`src/rtl/store_trace_monitor.sv`:
```
// Passive store tracer for the polirv memory bus: captures data stores into a
// FWFT FIFO and flags a halted core. Optional STORE_TRACE_DEDUP_EN drops repeated stores.
module store_trace_monitor #(
  parameter int DEPTH       = 8,
  parameter int ADDR_W      = 6,
  parameter int DATA_W      = 64,
  parameter int HALT_CYCLES = 16
) (
  input  logic                     clk,
  input  logic                     rst,
  input  logic                     d_mem_we,
  input  logic [ADDR_W-1:0]        d_mem_addr,
  input  logic [DATA_W-1:0]        d_mem_data,
  input  logic [ADDR_W-1:0]        i_mem_addr,
  output logic                     out_valid,
  input  logic                     out_ready,
  output logic [ADDR_W-1:0]        out_addr,
  output logic [DATA_W-1:0]        out_data,
  output logic [ADDR_W-1:0]        out_iaddr,
  output logic [$clog2(DEPTH):0]   count,
  output logic                     overflow,
  output logic                     halted
);

  localparam int PW = $clog2(DEPTH);
  localparam int CW = PW + 1;
  localparam int HW = $clog2(HALT_CYCLES + 1);

  logic [ADDR_W-1:0] mem_addr  [DEPTH];
  logic [DATA_W-1:0] mem_data  [DEPTH];
  logic [ADDR_W-1:0] mem_iaddr [DEPTH];

  logic [PW-1:0]     rptr, wptr;
  logic [ADDR_W-1:0] prev_iaddr;
  logic [HW-1:0]     stab;

  logic full, pop, push_req, push;

`ifdef STORE_TRACE_DEDUP_EN
  logic [ADDR_W-1:0] last_addr;
  logic [DATA_W-1:0] last_data;
  logic              last_vld;
  logic              dup;

  assign dup      = last_vld && (last_addr == d_mem_addr) && (last_data == d_mem_data);
  assign push_req = d_mem_we && !dup;

  // Remembers the last entry actually written; dropped stores do not update it.
  always_ff @(posedge clk or posedge rst) begin
    if (rst) begin
      last_addr <= '0;
      last_data <= '0;
      last_vld  <= 1'b0;
    end else if (push) begin
      last_addr <= d_mem_addr;
      last_data <= d_mem_data;
      last_vld  <= 1'b1;
    end
  end
`else
  assign push_req = d_mem_we;
`endif

  assign full      = (count == CW'(DEPTH));
  assign out_valid = (count != '0);
  assign pop       = out_valid && out_ready;
  // A pop in the same edge frees the slot, so a full FIFO still accepts.
  assign push      = push_req && (!full || pop);

  always_ff @(posedge clk) begin
    if (push) begin
      mem_addr[wptr]  <= d_mem_addr;
      mem_data[wptr]  <= d_mem_data;
      mem_iaddr[wptr] <= i_mem_addr;
    end
  end

  always_ff @(posedge clk or posedge rst) begin
    if (rst) begin
      rptr     <= '0;
      wptr     <= '0;
      count    <= '0;
      overflow <= 1'b0;
    end else begin
      if (push) wptr <= wptr + PW'(1);
      if (pop)  rptr <= rptr + PW'(1);
      case ({push, pop})
        2'b10:   count <= count + CW'(1);
        2'b01:   count <= count - CW'(1);
        default: count <= count;
      endcase
      if (push_req && !push) overflow <= 1'b1;
    end
  end

  assign out_addr  = out_valid ? mem_addr[rptr]  : '0;
  assign out_data  = out_valid ? mem_data[rptr]  : '0;
  assign out_iaddr = out_valid ? mem_iaddr[rptr] : '0;

  always_ff @(posedge clk or posedge rst) begin
    if (rst) begin
      prev_iaddr <= '0;
      stab       <= '0;
    end else begin
      prev_iaddr <= i_mem_addr;
      if (i_mem_addr != prev_iaddr) stab <= '0;
      else if (stab != HW'(HALT_CYCLES)) stab <= stab + HW'(1);
    end
  end

  assign halted = (stab == HW'(HALT_CYCLES));

endmodule

```
`config.mk`:
```
export PLATFORM = sky130hd
export DESIGN_NAME = store_trace_monitor
export DESIGN_NICKNAME = d
export VERILOG_FILES = /design/src/rtl/store_trace_monitor.sv
export SDC_FILE = /design/constraint.sdc
export NUM_CORES = 1
export LEC_CHECK = 0
export CORE_MARGIN = 2
export CORE_UTILIZATION = 60
export CTS_BUF_LIST = sky130_fd_sc_hd__clkbuf_8
export CTS_CLUSTER_SIZE = 24
export DETAILED_ROUTE_END_ITERATION = 7
export GPL_ROUTABILITY_DRIVEN = 0
export PLACE_DENSITY = 0.81
export RECOVER_POWER = 25
export SLEW_MARGIN = 20
export SYNTH_ARGS = -nofsm -noshare
export SYNTH_HDL_FRONTEND = slang
export SYNTH_SLANG_ARGS = --single-unit
export TNS_END_PERCENT = 1
```
`constraint.sdc`:
```
create_clock -name clk -period 7.8 [get_ports clk]
set_input_delay 1.56 -clock clk [delete_from_list [all_inputs] [get_ports clk]]
set_output_delay 1.56 -clock clk [all_outputs]
set_load 0.01 [all_outputs]
```
Yosys cells after proc, flatten, opt, wreduce, memory -nomap -nowiden:

Memory sizes are Yosys's and may differ from the RTL's.
Index checks and enable logic that the tools add are counted.

* register bits after elaboration: 22
* input bits: 80
* memories kept: 3
* output and inout port bits: 83
* bits in writable memories: 608

Memories
* mem_data: depth 8, bits a word 64, read ports 1, clocked after memory_dff 0, wr ports 1, RTL line 30 `logic [DATA_W-1:0] mem_data [DEPTH];`
* mem_addr: depth 8, bits a word 6, read ports 1, clocked after memory_dff 0, wr ports 1, RTL line 29 `logic [ADDR_W-1:0] mem_addr [DEPTH];`
* mem_iaddr: depth 8, bits a word 6, read ports 1, clocked after memory_dff 0, wr ports 1, RTL line 31 `logic [ADDR_W-1:0] mem_iaddr [DEPTH];`

* add/sub/neg operators: 5
* mux-type cells: 8
* equality and inequality tests: 6
* reductions and logical operators: 9

Operator list (count)
* two-way mux 64 bit: 1
* two-way mux 6 bit: 2
* two-way mux 5 bit: 2
* case mux 4 bit (2 select lines): 1
* adder 3 x 1 -> 3 bit (second input constant): 2
* inequality test 6 bit: 1
* adder 5 x 1 -> 5 bit (second input constant): 1
* == test 5 bit (second input constant): 1
* inequality test 5 bit (second input constant): 1
* adder 4 x 1 -> 4 bit (second input constant): 1
* == test 4 bit (second input constant): 1
* nonzero test 2 bit: 2
* nonzero test 4 bit: 1
* subtractor 4 x 1 -> 4 bit (second input constant): 1
* logical AND 1 bit: 3
* == test 2 x 1 -> 1 bit (second input constant): 1
* == test 2 bit (second input constant): 1
* logical NOT 1 bit: 2
* two-way mux 1 bit: 2
* logical OR 1 bit: 1

Depth between registers and ports, before layout:

Gate-level depths: netlist (run 1).

* depth in word-level cells: 6
* mapped depth: 11
* depth with buffers taken out: 10

Worst setup path before layout (run 1):

OpenSTA, ideal clock, no wires.

* path type: input port to flip-flop
* start point: input port d_mem_we
* end point: memory mem_addr[0][0] (enable)
* library setup time: 603 ps
* arrival time: 7210 ps
* slack: -13 ps
* stages on the path: 4
* path through: buf_2 -> o21a_1 -> nand2b_1 -> nor3_1

* word-level cells in the longest chain between the ends: 3

Ends and longest elaborated chain
* start, declared: RTL line 11 `input logic d_mem_we,`
* logical AND 1 bit: RTL line 68 `assign push = push_req && (!full || pop);`
* two-way mux 1 bit: RTL line 71 `if (push) begin`
* two-way mux 1 bit (implied by the code): RTL line 72 `mem_addr[wptr] <= d_mem_addr;`
* end, declared: RTL line 29

No other way between the ends.

Final worst setup path (run 1):

* start point: register rptr[0]
* end point: output port out_iaddr[2]

* word-level cells in the longest chain between the ends: 2

Ends and longest elaborated chain
* start, declared: RTL line 33 `logic [PW-1:0] rptr, wptr;`
* start signal, assigned: RTL line 86 `if (pop) rptr <= rptr + PW'(1);`
* memory (8 x 6 bit)
* two-way mux 6 bit: RTL line 98 `assign out_iaddr = out_valid ? mem_iaddr[rptr] : '0;`
* end, declared: RTL line 19 `output logic [ADDR_W-1:0] out_iaddr,`

No other way between the ends.

==> results of run 1 <==
[layout make-up]
class                   instances  area [um2]
diodes                          4        10.0
clock buffers                  97        1340
clock inverters                71         340
fillers                      2396       11700
inverters                       7        26.3
multi-input cells             388        5130
flip-flops and latches        630       18800
well taps                     525         657
repair buffers                181        1790
[metrics by stage]
step | utilization | hold slack (ns) | instances | total power, mW | setup WS (ns)
floorplan | - | 0.487 | 1078 | 6.58 | 0.00901
global placement | 0.663 | 0.474 | 1731 | 7.89 | 2.88
detailed placement | 0.663 | 0.477 | 1731 | 7.95 | 2.83
CTS | 0.706 | 0.506 | 1899 | 10.3 | 2.31
global route | 0.706 | 0.530 | 1902 | 10.7 | 2.19
finish | 0.706 | 0.495 | 1903 | 10.2 | 2.45
[final timing paths]
| path | endpoint | slack (ns) | cells after the start |
|---|---|---|---|
| max | out_iaddr[2] | 2.45 | 5 |
| min | overflow$_DFFE_PP0P_ | 0.50 | 1 |
| max reg2reg | mem_data[2][16]$_DFFE_PP_ | 4.47 | 5 |
| min reg2reg | overflow$_DFFE_PP0P_ | 0.50 | 1 |
| max in group asynchronous | rptr[0]$_DFFE_PP0N_ | 5.79 | 2 |
| min in group asynchronous | count[2]$_DFFE_PP0P_ | 1.38 | 2 |
[report_power, final]
group | switching (mW) | internal [mW]
Sequential | 0.326 | 4.17
Clock | 1.19 | 1.19
Combinational | 1.55 | 1.77
[metal layers]
| layer | global-route usage | up-vias | share of wire |
|---|---|---|---|
| li1 | - | 4915 | - |
| met1 | 0.316 | 5810 | 0.41 |
| met2 | 0.366 | 394 | 0.50 |
| met4 | 0.0665 | 8 | 0.017 |
| met3 | 0.0539 | 69 | 0.074 |
| met5 | 0 | - | 0.00090 |
[cells by family (layout without fill, tap and decap cells)]
group,after synthesis,count (layout),share of synthesized area
AO/OA/AOI/OAI,9,9,0.00336
other,0,4,0
XOR/XNOR,15,15,0.00543
multiplexers,233,233,0.175
adder cells (fa/ha/maj),7,7,0.00393
flip-flops,630,630,0.777
buffers and inverters,60,356,0.0140
AND/OR/NAND/NOR,124,124,0.0215
[state kept, by name, summed over array words and instances (netlist names)]
name / cells
rptr: 3
overflow: 1
count: 4
prev_iaddr: 6
stab: 5
mem_iaddr: 48
mem_data: 512
wptr: 3
mem_addr: 48
[cell usage after synthesis, types with 2 or more instances]
cell and number:
dfrtp_1 22, xnor2_1 8, a21oi_1 2, nor3_1 3, mux2i_1 78, mux4_2 152, xor2_1 7, nand2_1 12
buf_2 25, ha_1 6, clkbuf_1 15, nand2b_1 4, inv_1 6, nor4_1 2, buf_6 9, nor2b_1 2
nand3_1 5, nor2_1 88, mux2_1 2, o21ai_0 2, buf_4 2, clkbuf_4 2, and3_1 2, edfxtp_1 608
[critical path: stages, from the launching register on]
cell and delay [ns]:
dfrtp_4 0.94, buf_12 0.63, mux4_2 0.59, mux2i_1 0.34, nor2_1 0.08, clkdlybuf4s50_1 0.49
==> flow_metrics.py, run 1 <==
metrics = {
    "clocking": {
        "cts_tree": "yes",
        "insertion_delay_ns": 0.64,
        "cts.clk_slew.worst_paths_ns": 0.06,
        "hold_buffers": 0,
        "htree_levels": 3,
        "clockBufferDepth": 3,
        "cts_resized": 0,
        "cts_buffers": 94,
        "cts_root_buf": "clkbuf_8",
        "post_cts_buffers": 0,
        "cts.sinks": 630,
    },
    "setup_path": {
        "cp.required_ns": 6.24,
        "path_class": "register to output port",
        "crit_arrival_ns": 3.79,
        "start_kind": "register",
        "worstPathMaxFanout": 85,
        "worstSetupEndpointType": "output port",
        "cp-startpoint": "rptr[0]$_DFFE_PP0N_",
        "timing.rr.start": "count[1]$_DFFE_PP0P_",
    },
    "yosys": {
        "yosysTopAreaCell": "edfxtp_1",
        "synth_edf_count": 608,
        "syn_area_um2": 24200,
        "synth_top_area_share": 0.754,
        "syn_area_per_cell_um2": 22.5,
        "synth_cell_type_count": 38,
        "synth.net_count": 1165,
        "ys_async_sr_fraction": 0.0349,
        "synth_top_flop_cell": "edfxtp_1",
        "synth_area_leaders": "edfxtp_1 75%, mux4_2 14%, mux2i_1 3.2%",
        "yosysWarnings": 0,
        "synthCells": 1078,
        "yosysSeqAreaShare": 0.777,
        "synth-seq-cells": 630,
    },
    "run_status": {
        "outcome": "completed",
    },
    "cells_and_area": {
        "layout.cells.most_common_list": "608 x edfxtp_1, 152 x mux4_2, 109 x clkdlybuf4s50_1, 97 x clkbuf_8, 82 x nor2_1",
        "nNetsFinal": 1389,
        "final_layout_size_suffix_gt1_frac": 0.222,
        "final_common_cell": "edfxtp_1",
        "syn_to_final_growth_pct": 16.1,
        "fin_area_um2": 28100,
    },
    "sta": {
        "setup_viol": 0,
        "fin_tns_setup_ns": 0,
        "fmax_mhz": 187,
        "finClkSkew_ns": 0.0176,
        "worst_pin_slew_ns": 1.07,
        "fin_crit_sh": 0.686,
        "slew_headroom": 0.290,
        "rsz0062_at_grt": "no",
        "hold_viol_final": 0,
        "report.final.slew_viol_count": 0,
        "min_period_ns": 5.35,
    },
    "detailed_routing": {
        "wl_per_cell_um": 24.0,
        "via_count": 11200,
        "drtIter0Drc": 985,
        "drc": 0,
        "ant_nets": 0,
        "routed_via_density": 5.88,
        "drtPass1Iterations": 5,
        "wl_um": 45700,
    },
    "grt": {
        "overflow": 0,
        "grt_pass1_wl_um": 69900,
        "grt_max_degree": 86,
        "grt_pass1_vias": 11900,
        "antenna_found_initial": 9,
        "grt_usage": 0.227,
    },
    "placement": {
        "place_area_um2": 26400,
        "dpl.hpwl_um": 25200,
        "numPortBuffers": 162,
    },
    "floorplan": {
        "dieArea_um2": 42000,
        "ios": 163,
        "dieHeight_um": 205,
        "die_w_um": 205,
        "start_util": 0.608,
        "rows": 73,
        "coreArea_um2": 39800,
    },
    "power": {
        "power_density_nw_per_um2": 363,
        "ir_worst_vdd_mv": 0.262,
        "p_leak_nw": 9.36,
    },
    "run": {
        "maxCapViolCount": 0,
    },
    "min_path": {
        "hp-start": "overflow$_DFFE_PP0P_",
        "hold_path_class": "register to register",
    },
}
(Power assumes the default switching activity.)
==> inputs of run 2 (changes only) <==
clock period = 5.55 ns   (was 7.8 ns; I/O delays follow)
==> flow_metrics.py, run 2 (synthesis results as in run 1) <==
metrics = {
    "clocking": {
        "htree_levels": 3,
        "hold_buffers": 0,
        "clockBufferDepth": 3,
        "cts.sinks": 630,
        "insertion_delay_ns": 0.65,
        "cts_tree": "yes",
        "post_cts_buffers": 0,
        "cts_root_buf": "clkbuf_8",
        "cts.clk_slew.worst_paths_ns": 0.06,
        "cts_resized": 0,
        "cts_buffers": 94,
    },
    "sta": {
        "min_period_ns": 4.45,
        "slew_headroom": 0.392,
        "setup_viol": 0,
        "report.final.slew_viol_count": 0,
        "hold_viol_final": 0,
        "fin_ws_ns": 1.10,
        "rsz0062_at_grt": "no",
        "worst_pin_slew_ns": 0.913,
        "fin_crit_sh": 0.803,
        "finClkSkew_ns": 0.0255,
        "fmax_mhz": 224,
        "fin_tns_setup_ns": 0,
    },
    "power": {
        "pwr-share-clk": 0.256,
        "finalPower_mw": 14.9,
        "p_leak_nw": 9.51,
        "p_sw_mw": 4.38,
        "p_int_mw": 10.5,
        "ir_worst_vdd_mv": 0.376,
        "p_sw_frac": 0.294,
        "combPwrFrac": 0.323,
        "power_density_nw_per_um2": 522,
        "p_seq_frac": 0.421,
    },
    "cells_and_area": {
        "final.fill_count": 2305,
        "final_layout_size_suffix_gt1_frac": 0.232,
        "final_common_cell": "edfxtp_1",
        "layout.cells.most_common_list": "608 x edfxtp_1, 152 x mux4_2, 114 x clkdlybuf4s50_1, 97 x clkbuf_8, 82 x nor2_1",
        "largest_reg_flops": 512,
        "syn_to_final_growth_pct": 17.6,
        "reg_top3": "mem_data: 512 flops, mem_addr: 48 flops, mem_iaddr: 48 flops",
        "fin_cells": 1916,
        "nNetsFinal": 1396,
        "finalCoreUtilization": 0.715,
        "largest-register": "mem_data",
    },
    "grt": {
        "grt_usage": 0.232,
        "overflow": 0,
        "grt_pass1_wl_um": 71200,
        "grt_pass1_vias": 12100,
        "grt_max_degree": 66,
        "antenna_found_initial": 9,
    },
    "placement": {
        "dp_slack_ns": 1.69,
        "dpl.hpwl_um": 25800,
        "post-place-cells": 1738,
        "numPortBuffers": 162,
    },
    "setup_path": {
        "timing.rr.start": "count[1]$_DFFE_PP0P_",
        "start_kind": "register",
        "reg2reg_slack_ns": 2.52,
        "path_class": "register to output port",
        "crit_arrival_ns": 3.34,
        "r2r_end": "count[3]$_DFFE_PP0P_",
        "cp-startpoint": "rptr[0]$_DFFE_PP0N_",
        "cp.required_ns": 4.44,
        "worstPathMaxFanout": 49,
        "worstSetupEndpointType": "output port",
        "r2r_cells": 11,
    },
    "detailed_routing": {
        "drtIter0Drc": 892,
        "ant_nets": 0,
        "routed_via_density": 5.96,
        "drc": 0,
        "wl_per_cell_um": 24.6,
        "wl_um": 47200,
        "via_count": 11400,
        "drtPass1Iterations": 7,
    },
    "run_status": {
        "outcome": "completed",
    },
    "floorplan": {
        "dieArea_um2": 42000,
        "coreArea_um2": 39800,
        "die_w_um": 205,
        "start_util": 0.608,
        "rows": 73,
        "dieHeight_um": 205,
        "ios": 163,
    },
    "min_path": {
        "hold_depth": 1,
        "holdPathEnd": "overflow$_DFFE_PP0P_",
        "hp-start": "overflow$_DFFE_PP0P_",
        "hold_path_class": "register to register",
    },
    "run": {
        "maxCapViolCount": 0,
    },
}
run 2: cell types whose count changed in the layout (fill, tap and decap cells not counted), sizes merged:
| cell | before | now |
|---|---|---|
| buf | 19 | 26 |
| inv | 44 | 30 |
| clkinvlp | 3 | 2 |
| clkdlybuf4s50 | 109 | 114 |
| bufinv | 1 | 10 |
| diode | 4 | 3 |
| dlygate4sd3 | 53 | 48 |
| clkinv | 30 | 43 |
run 2: cell type report:
| type | instances | area (um2) | share of cell area |
|---|---|---|---|
| clock buffers | 97 | 1340 | 0.0469 |
| repair buffers | 188 | 1920 | 0.0673 |
| diodes | 3 | 7.51 | 0.000264 |
| well taps | 525 | 657 | 0.0231 |
| multi-input cells | 388 | 5130 | 0.180 |
| inverters | 7 | 26.3 | 0.000923 |
| clock inverters | 78 | 591 | 0.0207 |
| flip-flops and latches | 630 | 18800 | 0.661 |
run 2: metrics by stage:
step                      hold WS, ns  cell area (um2)
final                           0.490            28500
after global routing            0.514            28500
after CTS                       0.495            28500
after detailed placement        0.467            26500
after global placement          0.464            26500
after floorplan                 0.487            24200
run 2: how the worst max path moves through the flow:
stage | endpoint | slack (ns) | cells after the start
after global placement | out_data[44] | 1.76 | 5
after global routing | out_data[14] | 0.93 | 5
after floorplan | mem_addr[1][0]$_DFFE_PP_ | -1.79 | 4
final | out_data[44] | 1.10 | 5
after detailed placement | mem_data[0][37]$_DFFE_PP_ | 1.69 | 6
after CTS | out_data[14] | 1.01 | 5
run 2: power groups by stage:
stage          clock network (mW)  logic [mW]  registers (mW)
5_1_grt                      4.09        5.15            6.32
3_3_place_gp                    0        4.83            6.32
3_5_place_dp                    0        4.88            6.37
6_report                     3.81        4.81            6.26
4_1_cts                      3.89        4.91            6.27
2_1_floorplan                   0        3.11            6.13
run 2: per-layer routing:
layer  wire length (um)  track usage  vias up  part of all wire
li1                   -            -     4928                 -
met5                 51            0        -            0.0011
met1              18900        0.317     5948              0.40
met3               3490       0.0517       87             0.074
met4                920       0.0653        8             0.020
met2              23800        0.383      439              0.50
run 2: critical path, stage by stage, from the launching register on:
cell and delay [ns]:
dfrtp_4 0.78, buf_12 0.44, mux4_2 0.58, mux2i_1 0.29
nor2_1 0.07, clkdlybuf4s50_1 0.51
